### src/rtl/bnn_pkg.sv
// Shared types and constants for the 8-8-4 BNN layer-2 classifier stage.
package bnn_pkg;

    typedef enum logic [1:0] {
        IDLE,
        COMPUTE,
        DONE
    } state_t;

    typedef logic [3:0] sum_t;

    localparam int BNN_NUM_OUT = 4;
    localparam int BNN_THRESH  = 6;

    localparam logic [7:0] W0_DEFAULT = 8'b11111001;
    localparam logic [7:0] W1_DEFAULT = 8'b01100010;
    localparam logic [7:0] W2_DEFAULT = 8'b11110111;
    localparam logic [7:0] W3_DEFAULT = 8'b00001111;

endpackage

### src/rtl/bnn_popcount8.sv
// Combinational XNOR-popcount of an 8-bit activation vector against one weight row.
module bnn_popcount8
    import bnn_pkg::*;
(
    input  logic [7:0] a,
    input  logic [7:0] w,
    output sum_t       sum
);

    logic [7:0] match;

    always_comb begin
        match = ~(a ^ w);
        sum   = '0;
        for (int unsigned i = 0; i < 8; i++) begin
            sum = sum + {3'b000, match[i]};
        end
    end

endmodule

### src/rtl/bnn_layer2_argmax.sv
// Layer-2 stage: four neurons evaluated sequentially on one shared popcount,
// thresholded, with argmax (ties to lowest index) and a serial nibble weight loader.
module bnn_layer2_argmax
    import bnn_pkg::*;
#(
    parameter int NUM_OUT = BNN_NUM_OUT,
    parameter int THRESH  = BNN_THRESH
) (
    input  logic         clk,
    input  logic         rst_n,
    input  logic         ena,
    input  logic [7:0]   act_in,
    input  logic         act_valid,
    output logic         act_ready,
    input  logic         wl_en,
    input  logic [3:0]   wl_nibble,
    output logic [3:0]   out_bits,
    output logic [1:0]   class_idx,
    output sum_t         max_sum,
    output logic         out_valid,
    input  logic         out_ready
);

    localparam sum_t       THRESH_S = sum_t'(THRESH);
    localparam logic [1:0] CNT_LAST = 2'(NUM_OUT - 1);

    state_t      state;
    logic [7:0]  act_reg;
    logic [1:0]  cnt;
    logic [7:0]  w [NUM_OUT];
    logic [1:0]  ptr;
    logic        phase;
    logic [3:0]  nib_buf;
    logic [7:0]  w_sel;
    sum_t        sum;

    assign act_ready = (state == IDLE);
    assign out_valid = (state == DONE);
    assign w_sel     = w[cnt];

    bnn_popcount8 u_popcount (
        .a   (act_reg),
        .w   (w_sel),
        .sum (sum)
    );

    // max_sum doubles as the running maximum during COMPUTE.
    always_ff @(posedge clk) begin
        if (!rst_n) begin
            state     <= IDLE;
            act_reg   <= '0;
            cnt       <= '0;
            out_bits  <= '0;
            class_idx <= '0;
            max_sum   <= '0;
            ptr       <= '0;
            phase     <= 1'b0;
            nib_buf   <= '0;
            w[0]      <= W0_DEFAULT;
            w[1]      <= W1_DEFAULT;
            w[2]      <= W2_DEFAULT;
            w[3]      <= W3_DEFAULT;
        end else if (ena) begin
            case (state)
                IDLE: begin
                    if (wl_en) begin
                        if (!phase) begin
                            nib_buf <= wl_nibble;
                            phase   <= 1'b1;
                        end else begin
                            w[ptr] <= {wl_nibble, nib_buf};
                            ptr    <= ptr + 2'd1;
                            phase  <= 1'b0;
                        end
                    end
                    if (act_valid) begin
                        act_reg  <= act_in;
                        max_sum  <= '0;
                        out_bits <= '0;
                        cnt      <= '0;
                        state    <= COMPUTE;
                    end
                end
                COMPUTE: begin
                    out_bits[cnt] <= (sum >= THRESH_S);
                    // Strict compare keeps the lowest index on ties.
                    if (sum > max_sum || cnt == 2'd0) begin
                        max_sum   <= sum;
                        class_idx <= cnt;
                    end
                    if (cnt == CNT_LAST) begin
                        cnt   <= '0;
                        state <= DONE;
                    end else begin
                        cnt <= cnt + 2'd1;
                    end
                end
                DONE: begin
                    if (out_ready) begin
                        state <= IDLE;
                    end
                end
                default: state <= IDLE;
            endcase
        end
    end

endmodule

### config.mk
export PLATFORM = sky130hd
export DESIGN_NAME = bnn_layer2_argmax
export DESIGN_NICKNAME = d
export VERILOG_FILES = /design/src/rtl/bnn_pkg.sv /design/src/rtl/bnn_popcount8.sv /design/src/rtl/bnn_layer2_argmax.sv
export SDC_FILE = /design/constraint.sdc
export NUM_CORES = 1
export LEC_CHECK = 0
export CORE_MARGIN = 3
export CORE_UTILIZATION = 35
export CTS_CLUSTER_SIZE = 20
export DETAILED_ROUTE_END_ITERATION = 7
export GPL_ROUTABILITY_DRIVEN = 0
export PLACE_DENSITY_LB_ADDON = 0.05
export SETUP_SLACK_MARGIN = 0.15
export SLEW_MARGIN = 20
export SYNTH_ARGS = -nofsm -noshare
export SYNTH_HDL_FRONTEND = slang
export SYNTH_SLANG_ARGS = --single-unit
export TNS_END_PERCENT = 5
### constraint.sdc
create_clock -name clk -period 8.8 [get_ports clk]
set_input_delay 0.88 -clock clk [delete_from_list [all_inputs] [get_ports clk]]
set_output_delay 0.88 -clock clk [all_outputs]
set_load 0.1 [all_outputs]
==> impl_metrics.json <==
{
  "io_buffers": 29,
  "vias": 1994,
  "slowest_delay_ps": 700,
  "stdcell_count": 410,
  "coreArea_mm2": 0.00842,
  "die_w_um": 100,
  "cts_setup_buffers": 0,
  "post-dp-hpwl_um": 4720,
  "initial_core_util_pct": 37.0,
  "die_y_um": 100,
  "ir_worst_vdd_mv": 0.116,
  "final-hold-violation-count": 0,
  "clock_sinks": 63,
  "intPower_mw": 0.568,
  "syn_area_per_cell_um2": 11.7,
  "leakagePower_nw": 1.25,
  "largest_reg_flops": 32,
  "critPathSlowestCell": "o311ai_1",
  "grt_max_degree": 36,
  "drt-pass1-iter-count": 4,
  "switching_share_pct": 23.4,
  "die_area_mm2": 0.0101,
  "synth.distinct_cells": 40,
  "ys.flop_type": "edfxtp_1",
  "cp_cell_sequence": "mux4_2 > xnor2_1 > ha_1 > inv_1 > fa_1 > fa_1 > fa_1 > fa_1 > xnor2_1 > ha_1 > nand2_1 > o311ai_1 > mux2i_1",
  "post-route-period-util_pct": 57.8,
  "io_pins": 30,
  "synth_seq_cells": 63,
  "cts_tree": "done",
  "cpLargestDelayFamily": "adder cells",
  "yosysWarnings": 0,
  "ys_seq_area_share_pct": 50.7,
  "grt_pass1_vias": 1986,
  "antenna_found_initial": 0,
  "worstPathMaxFanout": 8,
  "grt_pass1_wl_um": 10400,
  "drc_errors": 0,
  "timing.slew.headroom_pct": 35.3,
  "root_buffer": "clkbuf_8",
  "post-route-min-period_ps": 5090,
  "tns_ps": 0,
  "clock_latency_ps": 340,
  "cts-resized-gates": 0,
  "antenna_cells": 0,
  "rsz0062_at_grt": "false",
  "r2r_slack_ps": 3710,
  "postRouteAntennaNets": 0,
  "run_status": "finished clean",
  "ff2ff_path_depth": 13,
  "synth_area_leaders": "edfxtp_1 (31%), dfxtp_1 (20%), mux4_2 (5.8%)",
  "cp.required_ps": 9060,
  "final_common_cell": "nand2_1",
  "arrival_ps": 5350,
  "worst_setup_path_end_kind": "flop",
  "pwr-share-seq_pct": 43.2,
  "min_path_cells": 2,
  "synthToLayoutAreaGrowth_pct": 21.1,
  "holdPathEnd": "class_idx[1]",
  "synthesis.nets": 300,
  "grt_usage_pct": 13.6,
  "clockPowerShare_pct": 45.1,
  "cts_buffers": 9,
  "via_per_inst": 4.86,
  "cts_buffer_depth": 2,
  "multi_input_area_mm2": 0.00144,
  "drt_iter0_markers": 99,
  "place_inst": 394,
  "worst_slew_pin_slew_ps": 968,
  "seq_area_mm2": 0.00158,
  "synth_top_area_cell": "edfxtp_1",
  "std_cell_rows": 33,
  "path_buf_inv": 1,
  "power.share.combinational_pct": 11.7,
  "cts_hold_buffers": 0,
  "finClkSkew_ps": 12.1,
  "drv_cap": 0,
  "finalSetupViolations": 0,
  "drive_gt1_share_pct": 11.8,
  "wirelength_um": 6340,
  "fmax_ghz": 0.197,
  "synth_area_mm2": 0.00312,
  "cts-htree-levels": 3,
  "final_max_slew_viol_count": 0,
  "layout_common_cells": "nand2_1 (34), edfxtp_1 (32), dfxtp_1 (31)",
  "syn_inst": 267,
  "hold_start": "class_idx[1]",
  "path_clk_slew_ps": 70,
  "nets": 333,
  "async_flop_share_pct": 0,
  "fillers": 797,
  "crit_top_cell": "fa_1",
  "total_power_mw": 0.742,
  "fin_util_pct": 44.8,
  "wl_per_cell_um": 15.5,
  "p_per_area_mw_per_mm2": 197,
  "synth.top_cell.area_share_pct": 30.8,
  "synth_edf_count": 32,
  "gr-total-overflow": 0,
  "p_sw_mw": 0.174,
  "cp-start-kind": "flop",
  "min_path_type": "flop to flop",
  "r2r-end": "max_sum[1]",
  "criticalPathCategory": "flop to flop"
}
-- synth_stat cells (5+ instances only) --
master / number
nand2_1: 34
edfxtp_1: 32
dfxtp_1: 31
nand2b_1: 20
and2_1: 17
a21boi_0: 15
inv_1: 14
ha_1: 11
o21ai_0: 11
mux4_2: 8
mux2i_1: 6
xor2_1: 6
a21oi_1: 5
nand3_1: 5
nor2_1: 5
xnor2_1: 5
-- power groups by stage --
stage / Clock, mW / Sequential (mW) / Combinational (mW)
after global routing: 0.356 / 0.321 / 0.100
final: 0.335 / 0.321 / 0.0869
after detailed placement: 0 / 0.327 / 0.0887
after global placement: 0 / 0.327 / 0.0885
after CTS: 0.343 / 0.321 / 0.0891
after floorplan: 0 / 0.330 / 0.0578
-- layout make-up --
| class | instances | area share (%) |
|---|---|---|
| clock buffer | 9 | 3.28 |
| clock inverter | 7 | 3.85 |
| inverter | 14 | 1.39 |
| multi-input combinational | 182 | 38.2 |
| sequential | 63 | 41.9 |
| tap | 105 | 3.48 |
| timing repair buffer | 30 | 7.89 |
-- worst register-to-register path: stages (launching register included) --
cell and delay, ps:
dfxtp_1 640, mux4_2 580, xnor2_1 140, ha_1 290
inv_1 70, fa_1 440, fa_1 510, fa_1 470
fa_1 390, xnor2_1 160, ha_1 280, nand2_1 70
o311ai_1 700, mux2i_1 270
-- through the flow --
step | hold slack (ps) | area [um^2] | setup WS, ps
3_3_place_gp | 454 | 3500 | 3690
3_5_place_dp | 458 | 3500 | 3650
2_1_floorplan | 455 | 3120 | 4060
5_1_grt | 488 | 3770 | 3300
6_report | 465 | 3770 | 3710
4_1_cts | 468 | 3770 | 3620
-- cells by family (layout without fill, tap and decap cells) --
logic type / after synthesis / after routing / share of synthesized area, %
AND/OR/NAND/NOR: 103 / 103 / 20.1
flip-flops: 63 / 63 / 50.7
AO/OA/AOI/OAI: 39 / 39 / 8.35
buffers and inverters: 22 / 60 / 3.01
adder cells (fa/ha/maj): 15 / 15 / 6.99
multiplexers: 14 / 14 / 7.71
XOR/XNOR: 11 / 11 / 3.09
-- routing by layer --
metal,part of all wire (%),vias up,track usage (%)
li1,-,999,-
met1,50,960,18.9
met2,45,31,20.1
met3,3.9,4,3.96
met4,0.54,0,4.97
met5,0,-,0
-- how the worst max path moves through the flow --
stage / start / to / cells after the start / slack [ps]
2_1_floorplan: flop / max_sum[0] / 14 / 4060
3_3_place_gp: flop / max_sum[3] / 13 / 3690
3_5_place_dp: flop / max_sum[1] / 13 / 3650
4_1_cts: flop / max_sum[1] / 13 / 3620
5_1_grt: flop / max_sum[1] / 13 / 3300
6_report: flop / max_sum[1] / 13 / 3710
Note: power is estimated with default switching activity, not from simulation.
==> edit, RTL diff (same settings) <==
Set the package constant `BNN_NUM_OUT` to 8 (it was 4).
--- a/src/rtl/bnn_pkg.sv
+++ b/src/rtl/bnn_pkg.sv
@@ -9,7 +9,7 @@
 
     typedef logic [3:0] sum_t;
 
-    localparam int BNN_NUM_OUT = 4;
+    localparam int BNN_NUM_OUT = 8;
     localparam int BNN_THRESH  = 6;
 
     localparam logic [7:0] W0_DEFAULT = 8'b11111001;
Check against the original RTL: no difference found for any inputs over 4 cycles, from zero or initial values and one cycle with rst_n low; that may be too few to reach the edited logic, so the function may still have changed.
==> edit against the original RTL <==
Synthesized cell count increased by 2.6%; setup slack improved by 0.087 ns; final area decreased by 3.5%; routed wire length increased by 4.7%; area after synthesis decreased by 1.0%; total power decreased by 9.4%; sequential cell count unchanged; via count increased by 2.1%; largest cell class unchanged; largest power group is now registers; critical endpoint unchanged.
==> edit: results (changes against the original RTL) <==
----------------------------------------------------
[Run status]
  Outcome ... finished, final reports clean

[Synth]
  Share of the yosys chip area belonging to registers ... 0.513 (+0.00514)
  Post-Syn Instances ... 274 (+2.6%)
  Yosys warns ... 0 (unchanged)
  Top cells by area, synth ... edfxtp_1 (31%), dfxtp_1 (20%), ha_1 (6.1%), mux4_2 (5.8%), nand2_1 (4.9%)
  Most instantiated flip-flop cell in the synthesis netlist ... edfxtp_1
  Count of different cell masters after synthesis ... 41 (+2.5%)
  Number of nets produced by synthesis ... 311 (+3.7%)
  Async set or reset register ratio after synthesis ... 0 (unchanged)
  Top cells by count, synth ... nand2_1 (40), edfxtp_1 (32), dfxtp_1 (31)
  EDFF count, synth ... 32 (unchanged)

[Worst hold path]
  Hold crit path type ... reg2reg

[Global route]
  First-pass GRT wire length ... 10.9 mm (+4.4%)
  Maximum number of pins on one net before global-route repair ... 23 (-36%)
  Total Routing Usage GR ... 0.143 (+0.00712)
  Initial antenna violation count ... 0 (unchanged)

[Cells and area]
  Max FFs per register ... 32 (unchanged)
  Non-filler cells in the finished layout ... 414 (+0.98%)
  Number of antenna diodes ... 0 (unchanged)
  Share of cells above drive strength 1 ... 0.0971 (-0.0209)
  Final layout net count ... 341 (+2.4%)

[Route]
  Total Wirelength ... 6.63 mm (+4.7%)
  DRT iter0 DRCs ... 124 (+25%)
  Via density per instance ... 4.92 (+1.1%)
  First drt pass iteration count ... 4 (unchanged)

[Clocking]
  CTS H-tree depth ... 3 (unchanged)
  Library cell used as clock root buffer ... clkbuf_8
  Deepest clock path buffer count ... 2 (unchanged)
  Number of buffers inserted for hold repair after clock tree synthesis ... 0 (unchanged)
  Post-cts gate resize count ... 0 (unchanged)
  TritonCTS buffer count ... 9 (unchanged)
  Post-CTS Repair Setup Buffers ... 0 (unchanged)
  Clock insertion delay at the later pin of the skew report ... 0.33 ns
  Reg clk slew, reported paths ... 0.07 ns (about the same)

[Setup path]
  Slack of the worst reg-to-reg path ... 3.80 ns (+0.09 ns)
  Capture instance of the worst register-to-register path ... max_sum[1]$_SDFFE_PN0P_
  Worst path slowest cell ... dfxtp_1
  Crit Path Category ... reg2reg
  Arrival @ worst endpoint ... 5.27 ns (-0.08 ns)
  Cell class contributing the biggest share of worst-path delay ... adder cells
  Cell count of the worst reg-to-reg path ... 14 (+1)
  Delay of the slowest critical-path stage ... 0.65 ns (-0.05 ns)
  CP max FO ... 8 (unchanged)

[STA]
  Final Slew Violations ... 0 (unchanged)
  Worst clock skew on the final layout ... 0.00822 ns (-0.00390 ns)
  Pin slew with the least headroom to its limit ... 0.977 ns (+0.00872 ns)

[Power]
  Peak VDD IR ... 0.0724 mV (-37%)
  Reported leakage power ... 0.00126 uW (+0.53%)

[Place]
  # port buffers ... 29 (unchanged)
  Placed instance count ... 398 (+1.0%)
  Total half-perimeter wirelength after legalization and detailed placement ... 5.02 mm (+6.4%)

----------------------------------------------------
edit: cell types whose count changed after synthesis, moves of 5 or more:
cell,unedited run,this run
or2_1,1,20
o21ai_0,11,6
nor2_1,5,11
a21oi_1,5,19
nand2b_1,20,1
nand2_1,34,40
a21boi_0,15,0
and2_1,17,2
and3_1,0,12
edit: cells by family after synthesis:
| logic type | share of synthesized area |
|---|---|
| and+or+nand+nor | 0.175 |
| DFF | 0.513 |
| AOI/OAI and AO/OA | 0.0811 |
| buffers and inverters | 0.0385 |
| adders and majority gates | 0.0868 |
| muxes | 0.0750 |
| xor gates and xnor gates | 0.0312 |
edit: per-layer routing:
metal | global-route usage | wire length, um | vias up
li1 | - | - | 1029
met1 | 0.203 | 3340 | 959
met2 | 0.211 | 2980 | 38
met3 | 0.0382 | 233 | 9
met4 | 0.0473 | 81 | 0
met5 | 0 | 0 | -
edit: through the flow:
step           power [uW]  hold slack [ns]  cell area (sq um)  worst slack (ns)
3_5_place_dp          439            0.450               3450              3.79
6_report              672            0.461               3640              3.80
4_1_cts               683            0.465               3640              3.74
3_3_place_gp          438            0.448               3450              3.86
2_1_floorplan         409            0.448               3090              4.24
5_1_grt               708            0.491               3640              3.52
edit: how the worst min path moves through the flow:
| stage | startpoint | to | slack, ns | depth (start not counted) |
|---|---|---|---|---|
| 5_1_grt | class_idx[0]$_SDFFE_PN0P_ | class_idx[0]$_SDFFE_PN0P_ | 0.49 | 2 |
| 3_3_place_gp | class_idx[1]$_SDFFE_PN0P_ | class_idx[1]$_SDFFE_PN0P_ | 0.45 | 2 |
| 3_5_place_dp | class_idx[1]$_SDFFE_PN0P_ | class_idx[1]$_SDFFE_PN0P_ | 0.45 | 2 |
| 2_1_floorplan | act_reg[2]$_SDFFE_PN0P_ | act_reg[2]$_SDFFE_PN0P_ | 0.45 | 2 |
| 4_1_cts | class_idx[1]$_SDFFE_PN0P_ | class_idx[1]$_SDFFE_PN0P_ | 0.47 | 2 |
| 6_report | class_idx[1]$_SDFFE_PN0P_ | class_idx[1]$_SDFFE_PN0P_ | 0.46 | 2 |
edit: layout make-up:
cell class              instances  area, sq um
clock inverters                 6         61.3
multi-input cells             185         1390
fillers                       810         4740
repair buffers                 30          298
inverters                      15         56.3
well taps                     105          131
flip-flops and latches         63         1580
clock buffers                  10          128
edit: where the power goes:
group          switching [uW]  internal (uW)
combinational            65.2           43.7
clock                     111            130
sequential               7.78            315
total                     184            489
edit: worst register-to-register path, delay by kind of cell (launching register included):
family	cells	cell delay [ns]
adder cells (fa/ha/maj)	6	2.44
XOR/XNOR	2	0.39
buffers and inverters	1	0.05
multiplexers	2	0.80
AND/OR/NAND/NOR	1	0.13
AO/OA/AOI/OAI	2	0.46
flip-flops	1	0.65
